## config.mk

```make
export PLATFORM = sky130hd
export DESIGN_NAME = cmd_ctrl
export DESIGN_NICKNAME = d
export VERILOG_FILES = /design/src/rtl/cmd_ctrl_pkg.sv /design/src/rtl/cmd_resp_seq.sv /design/src/rtl/cmd_ctrl.sv
export SDC_FILE = /design/constraint.sdc
export NUM_CORES = 1
export LEC_CHECK = 0
export ABC_AREA = 0
export BUFFER_PORTS_ARGS = -buffer_cell sky130_fd_sc_hd__clkbuf_2
export CAP_MARGIN = 0
export CORE_ASPECT_RATIO = 1.25
export CORE_MARGIN = 3
export CORE_UTILIZATION = 55
export CTS_CLUSTER_DIAMETER = 30
export DETAILED_ROUTE_END_ITERATION = 10
export GPL_ROUTABILITY_DRIVEN = 0
export PLACE_DENSITY_LB_ADDON = 0.15
export SLEW_MARGIN = 20
export SYNTH_ARGS = -nofsm -noshare
export SYNTH_HDL_FRONTEND = slang
export SYNTH_HIERARCHICAL = 1
export SYNTH_SLANG_ARGS = --single-unit
```

## constraint.sdc

```tcl
create_clock -name clk -period 3.4 [get_ports clk]
set_clock_uncertainty 0.2 [all_clocks]
set_input_delay 0.51 -clock clk [delete_from_list [all_inputs] [get_ports clk]]
set_output_delay 0.51 -clock clk [all_outputs]
set_load 0.01 [all_outputs]
```

## src/rtl/cmd_ctrl_pkg.sv

```systemverilog
// Shared definitions for the command controller: frame opcodes, ALU operand
// register addresses and the frame-parser state set.
package cmd_ctrl_pkg;

  localparam logic [7:0] CMD_RF_WR   = 8'hAA;
  localparam logic [7:0] CMD_RF_RD   = 8'hBB;
  localparam logic [7:0] CMD_ALU_OP  = 8'hCC;
  localparam logic [7:0] CMD_ALU_NOP = 8'hDD;

  localparam int unsigned ALU_A_ADDR = 0;
  localparam int unsigned ALU_B_ADDR = 1;

  typedef enum logic [3:0] {
    ST_IDLE,
    ST_WR_ADDR,
    ST_WR_DATA,
    ST_RD_ADDR,
    ST_RD_WAIT,
    ST_ALU_A,
    ST_ALU_B,
    ST_ALU_FUN,
    ST_ALU_WAIT,
    ST_TX
  } state_e;

endpackage

```

## src/rtl/cmd_resp_seq.sv

```systemverilog
// Response sequencer: holds up to two result bytes and hands them to the UART
// transmitter low byte first over a valid/busy handshake.
module cmd_resp_seq #(
  parameter int unsigned DATA_W = 8
) (
  input  logic                  clk,
  input  logic                  rst,
  input  logic                  i_load,
  input  logic [2*DATA_W-1:0]   i_data,
  input  logic [1:0]            i_cnt,
  input  logic                  i_tx_busy,
  output logic [DATA_W-1:0]     o_tx_data,
  output logic                  o_tx_valid,
  output logic                  o_done
);

  logic [DATA_W-1:0] r_hi;
  logic [DATA_W-1:0] r_tx_data;
  logic              r_tx_valid;
  logic [1:0]        r_cnt;
  logic              w_xfer;

  assign w_xfer     = r_tx_valid & ~i_tx_busy;
  // done marks the cycle in which the last pending byte is accepted
  assign o_done     = w_xfer & (r_cnt == 2'd1);
  assign o_tx_data  = r_tx_data;
  assign o_tx_valid = r_tx_valid;

  always_ff @(posedge clk or negedge rst) begin
    if (!rst) begin
      r_hi       <= '0;
      r_tx_data  <= '0;
      r_tx_valid <= 1'b0;
      r_cnt      <= '0;
    end else if (i_load) begin
      r_hi       <= i_data[2*DATA_W-1:DATA_W];
      r_tx_data  <= i_data[DATA_W-1:0];
      r_cnt      <= i_cnt;
      r_tx_valid <= (i_cnt != 2'd0);
    end else if (w_xfer) begin
      if (r_cnt == 2'd2) begin
        r_cnt     <= 2'd1;
        r_tx_data <= r_hi;
      end else begin
        r_cnt      <= 2'd0;
        r_tx_valid <= 1'b0;
      end
    end
  end

endmodule

```

## src/rtl/cmd_ctrl.sv

```systemverilog
// Command controller: parses framed UART bytes, drives register-file and ALU
// strobes, and returns read/ALU results through the response sequencer.
module cmd_ctrl
  import cmd_ctrl_pkg::*;
#(
  parameter int unsigned DATA_W = 8,
  parameter int unsigned ADDR_W = 4,
  parameter int unsigned FUN_W  = 4
) (
  input  logic                  clk,
  input  logic                  rst,
  input  logic [DATA_W-1:0]     rx_data,
  input  logic                  rx_valid,
  output logic                  rf_wr_en,
  output logic                  rf_rd_en,
  output logic [ADDR_W-1:0]     rf_addr,
  output logic [DATA_W-1:0]     rf_wr_data,
  input  logic [DATA_W-1:0]     rf_rd_data,
  input  logic                  rf_rd_valid,
  output logic                  alu_en,
  output logic [FUN_W-1:0]      alu_fun,
  input  logic [2*DATA_W-1:0]   alu_out,
  input  logic                  alu_out_valid,
  output logic [DATA_W-1:0]     tx_data,
  output logic                  tx_valid,
  input  logic                  tx_busy,
  output logic                  cmd_err,
  output logic                  ctrl_busy
);

  state_e              r_state, w_state;
  logic [ADDR_W-1:0]   r_addr, w_addr;
  logic                r_rf_wr_en, w_rf_wr_en;
  logic                r_rf_rd_en, w_rf_rd_en;
  logic [ADDR_W-1:0]   r_rf_addr, w_rf_addr;
  logic [DATA_W-1:0]   r_rf_wr_data, w_rf_wr_data;
  logic                r_alu_en, w_alu_en;
  logic [FUN_W-1:0]    r_alu_fun, w_alu_fun;
  logic                r_cmd_err, w_cmd_err;
  logic                r_ctrl_busy, w_ctrl_busy;
  logic                w_load;
  logic [2*DATA_W-1:0] w_load_data;
  logic [1:0]          w_load_cnt;
  logic                w_done;

  cmd_resp_seq #(.DATA_W(DATA_W)) u_resp (
    .clk        (clk),
    .rst        (rst),
    .i_load     (w_load),
    .i_data     (w_load_data),
    .i_cnt      (w_load_cnt),
    .i_tx_busy  (tx_busy),
    .o_tx_data  (tx_data),
    .o_tx_valid (tx_valid),
    .o_done     (w_done)
  );

  always_ff @(posedge clk or negedge rst) begin
    if (!rst) r_state <= ST_IDLE;
    else      r_state <= w_state;
  end

  always_comb begin
    w_state      = r_state;
    w_addr       = r_addr;
    w_rf_wr_en   = 1'b0;
    w_rf_rd_en   = 1'b0;
    w_rf_addr    = r_rf_addr;
    w_rf_wr_data = r_rf_wr_data;
    w_alu_en     = 1'b0;
    w_alu_fun    = r_alu_fun;
    w_cmd_err    = 1'b0;
    w_load       = 1'b0;
    w_load_data  = '0;
    w_load_cnt   = '0;
    case (r_state)
      ST_IDLE: begin
        if (rx_valid) begin
          case (rx_data)
            DATA_W'(CMD_RF_WR):   w_state = ST_WR_ADDR;
            DATA_W'(CMD_RF_RD):   w_state = ST_RD_ADDR;
            DATA_W'(CMD_ALU_OP):  w_state = ST_ALU_A;
            DATA_W'(CMD_ALU_NOP): w_state = ST_ALU_FUN;
            default:              w_cmd_err = 1'b1;
          endcase
        end
      end
      ST_WR_ADDR: begin
        if (rx_valid) begin
          w_addr  = rx_data[ADDR_W-1:0];
          w_state = ST_WR_DATA;
        end
      end
      ST_WR_DATA: begin
        if (rx_valid) begin
          w_rf_wr_en   = 1'b1;
          w_rf_addr    = r_addr;
          w_rf_wr_data = rx_data;
          w_state      = ST_IDLE;
        end
      end
      ST_RD_ADDR: begin
        if (rx_valid) begin
          w_rf_rd_en = 1'b1;
          w_rf_addr  = rx_data[ADDR_W-1:0];
          w_state    = ST_RD_WAIT;
        end
      end
      ST_RD_WAIT: begin
        w_cmd_err = rx_valid;
        if (rf_rd_valid) begin
          w_load      = 1'b1;
          w_load_data = {{DATA_W{1'b0}}, rf_rd_data};
          w_load_cnt  = 2'd1;
          w_state     = ST_TX;
        end
      end
      ST_ALU_A: begin
        if (rx_valid) begin
          w_rf_wr_en   = 1'b1;
          w_rf_addr    = ADDR_W'(ALU_A_ADDR);
          w_rf_wr_data = rx_data;
          w_state      = ST_ALU_B;
        end
      end
      ST_ALU_B: begin
        if (rx_valid) begin
          w_rf_wr_en   = 1'b1;
          w_rf_addr    = ADDR_W'(ALU_B_ADDR);
          w_rf_wr_data = rx_data;
          w_state      = ST_ALU_FUN;
        end
      end
      ST_ALU_FUN: begin
        if (rx_valid) begin
          w_alu_fun = rx_data[FUN_W-1:0];
          w_alu_en  = 1'b1;
          w_state   = ST_ALU_WAIT;
        end
      end
      ST_ALU_WAIT: begin
        w_cmd_err = rx_valid;
        if (alu_out_valid) begin
          w_load      = 1'b1;
          w_load_data = alu_out;
          w_load_cnt  = 2'd2;
          w_state     = ST_TX;
        end
      end
      ST_TX: begin
        // a byte arriving in the final-transfer cycle is still dropped
        w_cmd_err = rx_valid;
        if (w_done) w_state = ST_IDLE;
      end
      default: w_state = ST_IDLE;
    endcase
    w_ctrl_busy = (w_state != ST_IDLE);
  end

  always_ff @(posedge clk or negedge rst) begin
    if (!rst) begin
      r_addr       <= '0;
      r_rf_wr_en   <= 1'b0;
      r_rf_rd_en   <= 1'b0;
      r_rf_addr    <= '0;
      r_rf_wr_data <= '0;
      r_alu_en     <= 1'b0;
      r_alu_fun    <= '0;
      r_cmd_err    <= 1'b0;
      r_ctrl_busy  <= 1'b0;
    end else begin
      r_addr       <= w_addr;
      r_rf_wr_en   <= w_rf_wr_en;
      r_rf_rd_en   <= w_rf_rd_en;
      r_rf_addr    <= w_rf_addr;
      r_rf_wr_data <= w_rf_wr_data;
      r_alu_en     <= w_alu_en;
      r_alu_fun    <= w_alu_fun;
      r_cmd_err    <= w_cmd_err;
      r_ctrl_busy  <= w_ctrl_busy;
    end
  end

  assign rf_wr_en   = r_rf_wr_en;
  assign rf_rd_en   = r_rf_rd_en;
  assign rf_addr    = r_rf_addr;
  assign rf_wr_data = r_rf_wr_data;
  assign alu_en     = r_alu_en;
  assign alu_fun    = r_alu_fun;
  assign cmd_err    = r_cmd_err;
  assign ctrl_busy  = r_ctrl_busy;

endmodule

```

==> summary.md <==
| Metric | Value |
|---|---|
| CTS buffer count | `5` |
| Post-cts sizing count | `0` |
| Synth cell types | `42` |
| Pin count of the biggest net entering global routing | `38` |
| H-tree depth | `2` |
| Antenna viol nets, final | `0` |
| Min Clock Period, post-route | `2.60 ns` |
| Antenna violations before repair | `0` |
| Gate power share | `0.273` |
| Fraction of the yosys area taken by sequential cells | `0.508` |
| Worst slew pin tran | `about 0.91 ns` |
| Number of I/O port buffers | `67` |
| Sequential share of power | `0.480` |
| Dpl hpwl | `about 3.6 mm` |
| Drt total wl | `around 4.9 mm` |
| Max Buffers Root-to-Sink | `2` |
| Grt ovf | `0` |
| Crit Path Max Fanout | `30` |
| Psw | `between 0.4 and 0.5 mW` |
| Status | `finished clean` |
| Cell internal pwr | `around 1.1 mW` |
| CP arrival | `2.58 ns` |
| Setup TNS | `0 ns` |
| Largest area contributor in the netlist | `dfrtp_1` |
| CP Data Required Time | `roughly 3.4 ns` |
| PD cells | `approximately 570 nW/um2` |
| Cells after Synth | `209` |
| Setup CP Type | `reg2reg` |
| DIE AREA | `5120 um2` |
| RSZ-0062 raised after global routing | `false` |
| P&R area growth vs syn | `20.4%` |
| Slew Viols, Final | `0` |
| Most frequent cells in the layout | `clkbuf_2, dfrtp_1, mux2_2` |
| CTS Root Buffer Type | `clkbuf_8` |
| Core footprint | `4100 um2` |
| Core Rows | `26` |
| Dpl cell area | `about 2700 um2` |
| First-pass GRT wire length | `slightly above 8 mm` |
| Die Y | `79.3 um` |
| Synth Area per Inst | `11.3 um2` |
| F_max | `~0.39 GHz` |
| Kind of end point of the critical path | `register` |
| Initial drt markers | `94` |
| Final Hold Fails | `0` |
| Hold Path Class | `in2async` |
| Crit share post-route | `0.764` |
| # diodes | `0` |
| Syn_nets | `about 250` |
| Worst setup SP type | `register` |
| Sw frac | `0.298` |
| Most common cell after layout, fill and taps aside | `clkbuf_2` |
| Clock Sinks | `48` |
| Post-route cell area | `between 2000 and 3000 um2` |
| Area share of the largest cell type after synthesis | `0.508` |
| Final setup viols | `0` |
| Max-cap violations | `0` |
| Fraction of layout cells with a size suffix above 1 | `0.389` |
| Post-route DRC | `0` |
| Initial Utilization | `0.577` |
| Die span in x | `around 65 um` |
| CTS Hold Bufs | `0` |
| Synth Warn # | `6` |
| Post-CTS Setup Inserts | `0` |
| Pleak | `approximately 1.4 nW` |
| IO Count | `68` |
| Max transition margin | `0.393` |
| Final hold slack | `between 0.1 and 0.15 ns` |
| Clk slew on worst S/H paths | `0.08 ns` |
| #FFs+latches synth | `48` |
| CTS tree | `yes` |
| Max IR drop VDD | `between 400 and 500 uV` |
| Avg WL per Cell | `about 15 um` |
| Mapped cell area | `2360 um2` |
| DR vias | `1850` |
| Vias in the first global route | `between 1500 and 2000` |
| Final core utilization | `0.694` |
| Clock Power Share | `0.247` |
| Ranking of synthesized cells by area | `dfrtp_1, mux2_2, mux2i_1` |
| Pre-antenna DRT Iters | `4` |
| Total GRT Usage | `0.204` |
| DR vias/cell | `around 5.6` |
| Worst-Skew Late Latency | `slightly below 0.3 ns` |
| Layout Nets | `between 300 and 400` |
-- synth_stat cells --
| cell type | number |
|---|---|
| nor3_1 | 4 |
| xnor2_1 | 1 |
| a41o_1 | 1 |
| nand4bb_1 | 2 |
| nand2_1 | 17 |
| dfrtp_1 | 48 |
| mux2i_1 | 9 |
| o21ai_1 | 8 |
| nor4b_2 | 1 |
| o211a_1 | 1 |
| inv_1 | 3 |
| nor2b_1 | 1 |
| buf_6 | 1 |
| nand4b_1 | 2 |
| o21bai_1 | 1 |
| mux2_2 | 24 |
| and2b_1 | 1 |
| nand3b_1 | 1 |
| a311o_1 | 1 |
| o21ai_0 | 9 |
| nor4bb_1 | 2 |
| and4bb_1 | 2 |
| a21oi_1 | 7 |
| a21boi_0 | 1 |
| nor2_1 | 3 |
| a31oi_1 | 3 |
| nand3_1 | 2 |
| nand2b_1 | 8 |
| xor2_1 | 1 |
| nor3b_1 | 2 |
| buf_2 | 7 |
| mux2_4 | 1 |
| and2_1 | 2 |
| and4_1 | 1 |
| a22o_1 | 10 |
| nand4_1 | 1 |
| or2_2 | 1 |
| o32a_1 | 1 |
| and3_1 | 9 |
| or2_4 | 1 |
| clkbuf_1 | 6 |
| a311oi_1 | 2 |
-- worst max-delay path, stage by stage, from the launching register on --
cell	delay, ns
dfrtp_1	0.63
nor4b_2	0.30
and2_1	0.43
or2_2	0.53
mux2_2	0.39
-- path summary, 6_finish.rpt --
kind	startpoint	endpoint	slack, ns	cells after the start
worst max-delay path	r_state[3]	u_resp/r_hi[7]	0.80	4
worst min-delay path	rst	u_resp/r_cnt[1]	0.13	1
worst max register to register	r_state[3]	u_resp/r_hi[7]	0.80	4
worst min register to register	rf_wr_data[3]	rf_wr_data[3]	0.31	1
max in group asynchronous	rst	alu_fun[1]	2.22	2
min in group clk	rx_data[5]	rf_wr_data[5]	0.29	2
-- state kept, by name, summed over array words and instances (netlist names) --
| register | count |
|---|---|
| rf_wr_data | 8 |
| u_resp/o_tx_data | 8 |
| u_resp/r_hi | 8 |
| alu_fun | 4 |
| r_addr | 4 |
| r_state | 4 |
| rf_addr | 4 |
| u_resp/r_cnt | 2 |
| alu_en | 1 |
| cmd_err | 1 |
| ctrl_busy | 1 |
| rf_rd_en | 1 |
| rf_wr_en | 1 |
| u_resp/o_tx_valid | 1 |
-- power groups by stage --
| stage | clock network (mW) | logic, mW | registers [mW] |
|---|---|---|---|
| 2_1_floorplan | 0 | 0.256 | 0.796 |
| 3_3_place_gp | 0 | 0.438 | 0.781 |
| 3_5_place_dp | 0 | 0.445 | 0.786 |
| 4_1_cts | 0.409 | 0.448 | 0.776 |
| 5_1_grt | 0.433 | 0.487 | 0.793 |
| 6_report | 0.400 | 0.442 | 0.778 |
-- per-stage QoR --
| step | setup WS [ns] | total power [mW] | std cells |
|---|---|---|---|
| global placement | 0.825 | 1.22 | 323 |
| floorplan | 1.10 | 1.05 | 209 |
| CTS | 0.808 | 1.63 | 331 |
| finish | 0.804 | 1.62 | 331 |
| global route | 0.587 | 1.71 | 331 |
| detailed placement | 0.825 | 1.23 | 323 |
-- kinds of logic after synthesis --
logic type      synth area share
mux                        0.159
simple gates               0.165
xor+xnor                 0.00741
flops                      0.508
buf+inv                   0.0339
compound gates             0.127
-- per-layer routing --
metal  share of wire  GRT usage  wire length (um)
met5               0          0                 0
met3           0.070     0.0481               343
met4           0.020     0.0740                97
met2            0.49      0.342              2430
met1            0.42      0.257              2070
-- final cells by class --
| class | instances | area [um2] |
|---|---|---|
| Clock buffer | 6 | 72.6 |
| Clock inverter | 2 | 35.0 |
| Fill cell | 353 | 1250 |
| Inverter | 3 | 11.3 |
| Multi-Input combinational cell | 144 | 1080 |
| Sequential cell | 48 | 1200 |
| Tap cell | 56 | 70.1 |
| Timing Repair Buffer | 72 | 373 |
Note: power is estimated with default switching activity, not from simulation.
